### src/rtl/scc_pkg.sv
// scc_pkg: shared constants for the SCC wave-RAM access path.
package scc_pkg;
  localparam logic [7:0] SCC_WAVE_END  = 8'h80;
  localparam logic [7:0] SCCI_WAVE_END = 8'hA0;
  localparam logic [2:0] ST_IDLE    = 3'd0;
  localparam logic [2:0] ST_WAIT    = 3'd1;
  localparam logic [2:0] ST_ACCESS  = 3'd2;
  localparam logic [2:0] ST_CAPTURE = 3'd3;
  localparam logic [2:0] ST_DONE    = 3'd4;
  localparam logic [2:0] BANK_A = 3'd0;
  localparam logic [2:0] BANK_B = 3'd1;
  localparam logic [2:0] BANK_C = 3'd2;
  localparam logic [2:0] BANK_D = 3'd3;
  localparam logic [2:0] BANK_E = 3'd4;
endpackage

### src/rtl/scc_wave_addr_decode.sv
// scc_wave_addr_decode: maps a CPU wave-window offset to wave-RAM bank and address.
module scc_wave_addr_decode
  import scc_pkg::*;
(
  input  logic [7:0] cpu_a,
  input  logic       scci,
  output logic       mapped,
  output logic [2:0] id,
  output logic [4:0] a
);
  assign mapped = cpu_a < (scci ? SCCI_WAVE_END : SCC_WAVE_END);
  assign id = scci ? cpu_a[7:5] : {1'b0, cpu_a[6:5]};
  assign a = cpu_a[4:0];
endmodule

### src/rtl/scc_wave_access_ctrl.sv
// scc_wave_access_ctrl: CPU-side wave-RAM initiator, strobes paced by mixer frames.
module scc_wave_access_ctrl
  import scc_pkg::*;
#(
  parameter int         min_gap_frames = 1,
  parameter logic [7:0] unmapped_q     = 8'hFF
) (
  input  logic       clk,
  input  logic       nreset,
  input  logic       reg_scci_enable,
  input  logic       cpu_req,
  input  logic       cpu_wr,
  input  logic [7:0] cpu_a,
  input  logic [7:0] cpu_d,
  output logic       cpu_busy,
  output logic       cpu_ack,
  output logic [7:0] cpu_q,
  output logic [2:0] sram_id,
  output logic [4:0] sram_a,
  output logic [7:0] sram_d,
  output logic       sram_oe,
  output logic       sram_we,
  input  logic [7:0] sram_q,
  input  logic       sram_q_en,
  input  logic [2:0] active
);
  localparam logic [2:0] GAP_MAX = 3'(min_gap_frames);
  logic [2:0] state, gap_cnt, dec_id;
  logic [4:0] dec_a;
  logic       dec_mapped, wr_q, gap_ok;
  scc_wave_addr_decode u_dec (
    .cpu_a  (cpu_a),
    .scci   (reg_scci_enable),
    .mapped (dec_mapped),
    .id     (dec_id),
    .a      (dec_a)
  );
  assign gap_ok = gap_cnt == GAP_MAX;
  always_ff @(posedge clk or negedge nreset)
    if (!nreset) begin
      state    <= ST_IDLE;
      gap_cnt  <= GAP_MAX;
      wr_q     <= 1'b0;
      cpu_busy <= 1'b0;
      cpu_ack  <= 1'b0;
      cpu_q    <= 8'h00;
      sram_id  <= 3'd0;
      sram_a   <= 5'd0;
      sram_d   <= 8'h00;
      sram_oe  <= 1'b0;
      sram_we  <= 1'b0;
    end else begin
      sram_oe <= 1'b0;
      sram_we <= 1'b0;
      cpu_ack <= 1'b0;
      // the strobe cycle restarts the frame count so the next strobe waits a full gap
      gap_cnt <= state == ST_ACCESS ? 3'd0 : (active == 3'd1 && !gap_ok) ? gap_cnt + 3'd1 : gap_cnt;
      case (state)
        ST_IDLE:
          if (cpu_req && dec_mapped) begin
            sram_id  <= dec_id;
            sram_a   <= dec_a;
            sram_d   <= cpu_d;
            wr_q     <= cpu_wr;
            cpu_busy <= 1'b1;
            sram_we  <= gap_ok && cpu_wr;
            sram_oe  <= gap_ok && !cpu_wr;
            state    <= gap_ok ? ST_ACCESS : ST_WAIT;
          end else if (cpu_req) begin
            cpu_q   <= cpu_wr ? cpu_q : unmapped_q;
            cpu_ack <= 1'b1;
            state   <= ST_DONE;
          end
        ST_WAIT:
          if (gap_ok) begin
            sram_we <= wr_q;
            sram_oe <= !wr_q;
            state   <= ST_ACCESS;
          end
        ST_ACCESS: begin
          cpu_ack  <= wr_q;
          cpu_busy <= !wr_q;
          state    <= wr_q ? ST_DONE : ST_CAPTURE;
        end
        ST_CAPTURE:
          if (sram_q_en) begin
            cpu_q    <= sram_q;
            cpu_ack  <= 1'b1;
            cpu_busy <= 1'b0;
            state    <= ST_DONE;
          end
        default: state <= ST_IDLE;
      endcase
    end
endmodule

### config.mk
export PLATFORM = sky130hd
export DESIGN_NAME = scc_wave_access_ctrl
export DESIGN_NICKNAME = d
export VERILOG_FILES = /design/src/rtl/scc_pkg.sv /design/src/rtl/scc_wave_addr_decode.sv /design/src/rtl/scc_wave_access_ctrl.sv
export SDC_FILE = /design/constraint.sdc
export NUM_CORES = 1
export LEC_CHECK = 0
export ABC_CLOCK_PERIOD_IN_PS = 5700
export BUFFER_PORTS_ARGS = -buffer_cell sky130_fd_sc_hd__buf_2
export CAP_MARGIN = 5
export CORE_AREA = 5 5 62 64
export DETAILED_ROUTE_END_ITERATION = 16
export DIE_AREA = 0 0 67 69
export PLACE_DENSITY_LB_ADDON = 0.1
export REMOVE_ABC_BUFFERS = 1
export SYNTH_ARGS = -nofsm -noshare
export SYNTH_HDL_FRONTEND = slang
export SYNTH_SLANG_ARGS = --single-unit
### constraint.sdc
create_clock -name clk -period 5.7 [get_ports clk]
set_clock_uncertainty 0.05 [all_clocks]
set_input_delay 1.14 -clock clk [delete_from_list [all_inputs] [get_ports clk]]
set_output_delay 1.14 -clock clk [all_outputs]
set_load 0.1 [all_outputs]
==> results.md, run 1 <==
- Largest net degree at the start of global routing: 36
- Buf+Inv Stages, Crit Path: 1
- Xor and xnor area share after synthesis: 0%
- ANT cells: 0
- Clock transition at path regs: 90 ps
- Dpl hpwl: 2.590 mm
- Global placer's final weighted congestion: 0.8005
- Final #Nets: 233
- Most used DFF post-synth: dfrtp_1
- Share of cells above drive strength 1: 44.22%
- RR Startpoint: state[0]
- Via count: 1242
- Vias in the first global route: 1208
- Post-synth ARST share: 100.0%
- Slowest stage cell, crit path: a21oi_2
- Clk buf depth: 2
- Antenna violations before repair: 0
- CP Depth: 4
- Worst EP arrival: 2760 ps
- Max cap viols: 0
- Main combinational cell family by area after synthesis: simple AND/OR/NAND/NOR gates
- CP cell instances: buf_2 -> or3b_2 -> a21oi_2 -> mux2_2
- Mean post-synth cell area: 11.40 um^2
- Setup-failing EPs final: 0
- Grt ovf: 0
- ANT nets after route: 0
- Area delta synth->final: 26.88%
- Setup bufs post-CTS: 0
- Worst setup path endpoint: sram_d[6]
- Post-synthesis simple-gate area fraction: 13.32%
- Fillcell total: 288
- Startpoint Class: input port
- Die height: 69 um
- Post-synthesis register bit count: 35
- # DRC: 0
- CP top delay family: compound AO/OA/AOI/OAI gates
- Synth cell types: 35
- Final min period: 2592 ps
- Endpoint class of the critical path: register
- CTS Buf Count: 5
- IO buf count: 60
- CP Class: input port to register
- Adder-cell share of the synthesized area: 1.614%
- Top layer in use: met4
- Worst slew pin tran: 770.3 ps
- WL met3: 244 um
- Mean number of vias per cell: 5.069
- R2r endpoint: sram_d[6]
- Core area: 3232 um^2
- Final Cycle Share: 45.48%
- Flop2flop setup slack: 3410 ps
- Mux share of post-synthesis cell area: 11.54%
- CTS Root Buffer Type: clkbuf_4
- Final slew viol count: 0
- Hold Path Class: register to register
- Routed length per placed instance: 13.61 um
- Register area share after synthesis: 56.58%
- Fmax: 0.3858 GHz
- Die area: 4623 um^2
- Crit path launch: cpu_a[6]
- CTS H-tree depth: 2
- Status: complete, no violations
- Cts-stage hold buffer count: 0
- Post-synth EDFFs: 0
- Worst skew pair latency: 330 ps
- Routed wl met2: 1.722 mm
- Cts repair resizes: 0
- Post-Route WL: 3.335 mm
- Max-slew headroom: 48.64%
- GRT Total Usage: 15.78%
- Yosys warning total: 0
- Row count: 21
- Setup TNS: 0 ps
- Required time of the critical path: 5870 ps
- Final Instance Count excl. Fillers: 245
- Final hold vios: 0
- Mapped Area: 1550 um^2
- Crit-path max cell delay: 620 ps
- TritonRoute pass-1 iters: 4
- First-pass GRT wire length: 5.754 mm
- DIE WIDTH: 67 um
- Io pins: 61
- Crit Path Max Fanout: 15
- Synth Area in Compound Gates: 13.24%
- CTS tree: built
- RSZ-0062 raised after global routing: false
- Initial detailed-routing violation count: 35
- Cells after synthesis: 136
- Initial cell density of the core: 47.97%
- Clock sink count: 35
- Metal1 wirelength: 1.343 mm
- Post-Place Cells: 237
- Worst R2R Path Depth: 3
## worst min path at each step
stage | start | endpoint | slack, ps | cells past startpoint
after detailed placement | sram_a[1] | sram_a[1] | 440 | 1
after global routing | sram_a[4] | sram_a[4] | 480 | 1
final | sram_a[1] | sram_a[1] | 470 | 1
after CTS | sram_d[2] | sram_d[2] | 470 | 1
after global placement | sram_d[2] | sram_d[2] | 440 | 1
after floorplan | gap_cnt[0] | gap_cnt[0] | 430 | 2
## metal layers
metal  vias to the layer above  global-route usage [%]
met3                         2                   5.357
li1                        614                       -
met2                        34                   26.31
met1                       592                   19.51
met5                         -                       0
met4                         0                   3.378
## cell usage in the layout (no fill, tap or decap), types with 2 or more instances in the layout
master    instances
buf_2            60
dfrtp_1          34
nor2_1           17
mux2_2           15
a21oi_1          14
inv_1             8
o21ai_0           6
clkbuf_4          5
nand2_1           3
or3_1             3
o32ai_1           3
o211ai_1          2
nand2b_1          2
or3b_2            2
nor2b_1           2
or4_1             2
ha_1              2
## cell families after synthesis
| group | after synthesis |
|---|---|
| compound gates | 33 |
| fa+ha+maj | 2 |
| buf+inv | 13 |
| flops | 35 |
| mux | 16 |
| simple gates | 37 |
## worst register-to-register path, delay by kind of cell (launching register included)
family          cells  cell delay, ps
compound gates      1             590
flops               1             530
simple gates        1             600
mux                 1             410
## layout make-up
type,count,area [um^2],share of cell area [%]
flip-flops and latches,35,877.1,44.59
repair buffers,60,300.3,15.27
clock buffers,6,51.30,2.608
inverters,8,30.03,1.527
clock inverters,2,35.03,1.781
well taps,46,57.56,2.926
multi-input cells,88,615.6,31.30
## state kept, by name, summed over array words and instances, names as in the netlist
register / flops
cpu_ack: 1
sram_a: 5
state: 3
cpu_q: 8
sram_d: 8
sram_we: 1
sram_oe: 1
gap_cnt: 3
wr_q: 1
cpu_busy: 1
sram_id: 3
## through the flow
| stage | setup WS [ps] | utilization [%] | instance area [um^2] | hold WS [ps] |
|---|---|---|---|---|
| floorplan | 3045 | - | 1523 | 433.9 |
| global placement | 2795 | 58.19 | 1881 | 435.5 |
| detailed placement | 2745 | 58.19 | 1881 | 440.2 |
| CTS | 3116 | 60.86 | 1967 | 469.1 |
| global route | 3046 | 60.86 | 1967 | 481.0 |
| finish | 3108 | 60.86 | 1967 | 465.1 |
## cells in the mapped netlist (all sizes together), types with 2 or more instances
cell type	n	area, um^2
o21ai	6	30.03
o32ai	3	26.28
ha	2	25.02
nand2b	2	12.51
or3	3	18.77
a21oi	15	78.83
dfrtp	34	850.8
mux2	15	168.9
nor2b	2	12.51
nand2	3	11.26
or4	2	15.01
or3b	2	17.52
o211ai	2	15.01
inv	8	30.03
buf	4	23.76
nor2	17	63.81
Power of run 1 is not shown: default switching activity piles up to over one toggle a cycle in this logic, so the estimate is an artifact.
==> run 2, diff against run 1 <==
ABC_CLOCK_PERIOD_IN_PS = 2400   (was 5700)
CORE_AREA = 5 5 64 66   (was 5 5 62 64)
DIE_AREA = 0 0 69 71   (was 0 0 67 69)
clock period = 2.4 ns   (was 5.7 ns; I/O delays follow)
==> results.md, run 2 (synthesized netlist as in run 1, its figures left out) <==
- Status: complete, no violations
- Final #Nets: 239 (+2.6%)
- Setup bufs post-CTS: 0 (unchanged)
- First-pass GRT wire length: 6.078 mm (+5.6%)
- Setup TNS: 0 ps (unchanged)
- Initial detailed-routing violation count: 45 (+29%)
- Worst setup path endpoint: cpu_q[7]
- Required time of the critical path: 2610 ps (-3260 ps)
- Register area: 877.1 um^2 (unchanged)
- DIE WIDTH: 69 um (+3.0%)
- Cts-stage hold buffer count: 0 (unchanged)
- Antenna violations before repair: 0 (unchanged)
- Core area: 3523 um^2 (+9.0%)
- Final hold vios: 0 (unchanged)
- Row count: 22 (+4.8%)
- Io pins: 61 (unchanged)
- Area delta synth->final: 28.01%
- Die height: 71 um (+2.9%)
- Endpoint class of the critical path: register
- Cts repair resizes: 0 (unchanged)
- CTS Root Buffer Type: clkbuf_4
- Global placer's final weighted congestion: 0.8429 (+5.3%)
- Share of cells above drive strength 1: 45.59% (+1.4 points)
- Grt ovf: 0 (unchanged)
- Crit Path Max Fanout: 9 (-6)
- CTS tree: built
- Die area: 4899 um^2 (+6.0%)
- Largest net degree at the start of global routing: 36 (unchanged)
- Post-Place Cells: 245 (+3.4%)
- Flop2flop setup slack: 480 ps (-2930 ps)
- Startpoint Class: register
- Mean number of vias per cell: 5.163 (+1.8%)
- Final min period: 1918 ps
- Worst EP arrival: 2130 ps (-630 ps)
- IO buf count: 60 (unchanged)
- Fin util: 56.32% (-4.5 points)
- Regs by FF count: cpu_q (8), sram_d (8), sram_a (5)
- CTS Buf Count: 5 (unchanged)
- Commonest non-fill, non-tap cell in the layout: buf_2
- Commonest non-fill, non-tap cells in the layout: buf_2, dfrtp_1, nor2_1
- Routed length per placed instance: 14.01 um (+2.9%)
- Area of the multi-input gates: 615.6 um^2 (unchanged)
- Final Instance Count excl. Fillers: 252 (+2.9%)
- CTS H-tree depth: 2 (unchanged)
- GRT Total Usage: 15.54% (-0.24 points)
- CP Class: register to register
- Fmax: 0.5214 GHz
- Vias in the first global route: 1315 (+8.9%)
- # DRC: 0 (unchanged)
- Max cap viols: 0 (unchanged)
- Setup-failing EPs final: 0 (unchanged)
- Post-Route WL: 3.530 mm (+5.8%)
- Hold Path Class: input port to async pin
- R2r endpoint: cpu_q[7]
- Max-slew headroom: 49.30% (+0.65 points)
- ANT cells: 0 (unchanged)
- Worst slew pin tran: 760.5 ps (-9.791 ps)
- Fillcell total: 352 (+22%)
- TritonRoute pass-1 iters: 4 (unchanged)
- Crit path launch: state[2]
- Clk buf depth: 2 (unchanged)
- Worst skew pair latency: 330 ps (about the same)
- Worst R2R Path Depth: 3 (unchanged)
- Final slew viol count: 0 (unchanged)
- Final Cycle Share: 79.92%
- Clock transition at path regs: 100 ps (about the same)
- Via count: 1301 (+4.8%)
- RR Startpoint: state[2]
- ANT nets after route: 0 (unchanged)
- Dpl hpwl: 2.743 mm (+5.9%)
- Clock sink count: 35 (unchanged)
- RSZ-0062 raised after global routing: false
- Initial cell density of the core: 44.00% (-4.0 points)
run 2: cell types whose count changed in the layout (fill, tap and decap cells not counted):
cell / change
buf_4: +6
bufinv_16: -1
run 2: stage by stage:
stage | hold slack, ps | worst slack, ps | instance area (um^2)
final | 156.7 | 482.0 | 1984
after CTS | 172.0 | 493.5 | 1984
after global routing | 208.9 | 418.6 | 1984
after detailed placement | 439.3 | 408.1 | 1928
after global placement | 432.5 | 400.3 | 1928
after floorplan | 134.4 | 354.7 | 1523
run 2: layout make-up:
cell class              count  area share, %
well taps                  48          3.026
inverters                   8          1.513
clock buffers               6          2.585
clock inverters             1         0.2522
repair buffers             66          17.40
multi-input cells          88          31.02
flip-flops and latches     35          44.20
run 2: per-layer routing:
metal	routed length [um]	vias to the layer above	global-route usage [%]
met2	1748	56	24.89
met4	53	0	6.508
met3	376	6	7.528
met5	0	-	0
met1	1352	613	17.79
li1	-	626	-
run 2: worst min path at each step:
| stage | slack [ps] | to | from |
|---|---|---|---|
| floorplan | 130 | cpu_ack | nreset |
| global placement | 430 | sram_a[1] | sram_a[1] |
| detailed placement | 440 | sram_id[0] | sram_id[0] |
| CTS | 170 | sram_d[1] | nreset |
| global route | 210 | sram_id[1] | nreset |
| finish | 160 | sram_we | nreset |
run 2: critical path: stages, from the launching register on:
cell	delay, ps
dfrtp_1	480
or4b_4	540
or4_1	570
a21oi_1	200
Power of run 2 is left out for the same reason.
==> run 3, diff against run 2 <==
ABC_CLOCK_PERIOD_IN_PS = 1790   (was 2400)
clock period = 1.79 ns   (was 2.4 ns; I/O delays follow)
==> results.md, run 3 (synthesized netlist as in run 1, its figures left out) <==
- Routed length per placed instance: 13.66 um (-2.5%)
- Final Cell Area: 2101 um^2 (+5.9%)
- Hold path start: cpu_a[1]
- CTS tree: built
- Post-Route WL: 3.565 mm (+0.99%)
- GR peak layer: met2
- Grt ovf: 0 (unchanged)
- Fmax: 0.5566 GHz (+6.8%)
- Setup bufs post-CTS: 0 (unchanged)
- Share of cells above drive strength 1: 49.30% (+3.7 points)
- Io pins: 61 (unchanged)
- DIE WIDTH: 69 um (unchanged)
- Endpoint class of the critical path: register
- # DRC: 0 (unchanged)
- WHS Path Cells: 2
- Startpoint Class: register
- Worst EP arrival: 1960 ps (-170 ps)
- Met2 Track Usage GR: 27.22% (+2.3 points)
- Vias in the first global route: 1369 (+4.1%)
- Worst setup margin: -6.653 ps (-488.7 ps)
- Clock transition at path regs: 100 ps (about the same)
- Crit path launch: state[1]
- Area of the multi-input gates: 644.4 um^2 (+4.7%)
- First-pass GRT wire length: 6.251 mm (+2.8%)
- Worst slew pin tran: 498.5 ps (-262.1 ps)
- ANT cells: 0 (unchanged)
- Regs by FF count: cpu_q (8), sram_d (8), sram_a (5)
- Worst skew pair latency: 320 ps (about the same)
- Dpl hpwl: 2.769 mm (+0.94%)
- CTS H-tree depth: 2 (unchanged)
- Final Cycle Share: 100.4% (+20 points)
- Crit Path Max Fanout: 15 (+6)
- IO buf count: 60 (unchanged)
- Die height: 71 um (unchanged)
- Status: complete, but fails checks
- Initial cell density of the core: 44.00% (unchanged)
- Global placer's final weighted congestion: 0.8433 (about the same)
- Row count: 22 (unchanged)
- Via count: 1320 (+1.5%)
- GRT Total Usage: 15.86% (+0.32 points)
- Cell Area, Placed: 1993 um^2 (+3.4%)
- Final hold vios: 0 (unchanged)
- Core area: 3523 um^2 (unchanged)
- Setup-failing EPs final: 6 (+6)
- Mean number of vias per cell: 5.057 (-2.0%)
- Setup TNS: -22.42 ps (-22.42 ps)
- Routing usage on met3: 7.670% (+0.14 points)
- CP Class: register to register
- Max cap viols: 0 (unchanged)
- Clock sink count: 35 (unchanged)
- RR Startpoint: state[1]
- Initial detailed-routing violation count: 40 (-11%)
- ANT nets after route: 0 (unchanged)
- Max-slew headroom: 67.00% (+18 points)
- Required time of the critical path: 1960 ps (-650 ps)
- Final #Nets: 247 (+3.3%)
- Commonest non-fill, non-tap cell in the layout: buf_2
- Register area: 877.1 um^2 (unchanged)
- CTS Buf Count: 5 (unchanged)
- Fillcell total: 338 (-4.0%)
- CTS Root Buffer Type: clkbuf_4
- Failing checks: negative setup slack
- Antenna violations before repair: 0 (unchanged)
- Area delta synth->final: 35.51%
- Final slew viol count: 0 (unchanged)
- TritonRoute pass-1 iters: 4 (unchanged)
- Largest net degree at the start of global routing: 36 (unchanged)
- Clk buf depth: 2 (unchanged)
- Final min period: 1797 ps (-121.3 ps)
- Final Hold Slack: 209.6 ps (+52.86 ps)
- Worst R2R Path Depth: 4 (+1)
- Hold Path Class: input port to register
- Die area: 4899 um^2 (unchanged)
- GR Util met1: 17.49% (-0.30 points)
- RSZ-0062 raised after global routing: true
- Commonest non-fill, non-tap cells in the layout: buf_2, dfrtp_1, nor2_1
run 3: cell count changes in the layout (fill, tap and decap cells not counted), sizes merged:
cell,delta
dlygate4sd3,+1
clkinv,-1
buf,+7
clkbuf,+2
run 3: timing repair:
action,CTS,global route
hold buffers,1,0
endpoints found under the setup margin,19,20
endpoints found under the hold margin,13,0
resized for setup,3,4
run 3: worst max-delay path, cell delays in order, from the launching register on:
cell	delay [ps]
dfrtp_1	400
or4b_4	590
a21oi_4	160
buf_12	160
mux2_2	340
run 3: worst paths after layout:
check	endpoint	slack (ps)
worst max-delay path	sram_a[4]	-7
worst min-delay path	sram_a[1]	210
worst max register to register	sram_a[4]	-7
worst min register to register	sram_d[0]	460
max in group asynchronous	gap_cnt[0]	800
min in group asynchronous	sram_oe	560
run 3: per-layer routing:
layer	share of wire, %	up-vias
met5	0	-
met4	1.1	0
met3	9.2	6
met2	50	48
met1	40	623
li1	-	643
run 3: final cells by class:
class / count / share of cell area [%]
multi-input combinational: 88 / 30.67
clock buffer: 8 / 3.276
timing repair buffer: 74 / 20.01
sequential: 35 / 41.75
inverter: 8 / 1.429
tap: 48 / 2.859
run 3: stage by stage:
step | util, % | setup slack, ps | instances
after floorplan | - | -255.3 | 131
after global placement | 56.57 | -20.35 | 252
after detailed placement | 56.57 | -50.87 | 252
after CTS | 59.13 | -2.127 | 261
after global routing | 59.62 | -41.34 | 261
final | 59.62 | -6.653 | 261
Power of run 3 is left out for the same reason.
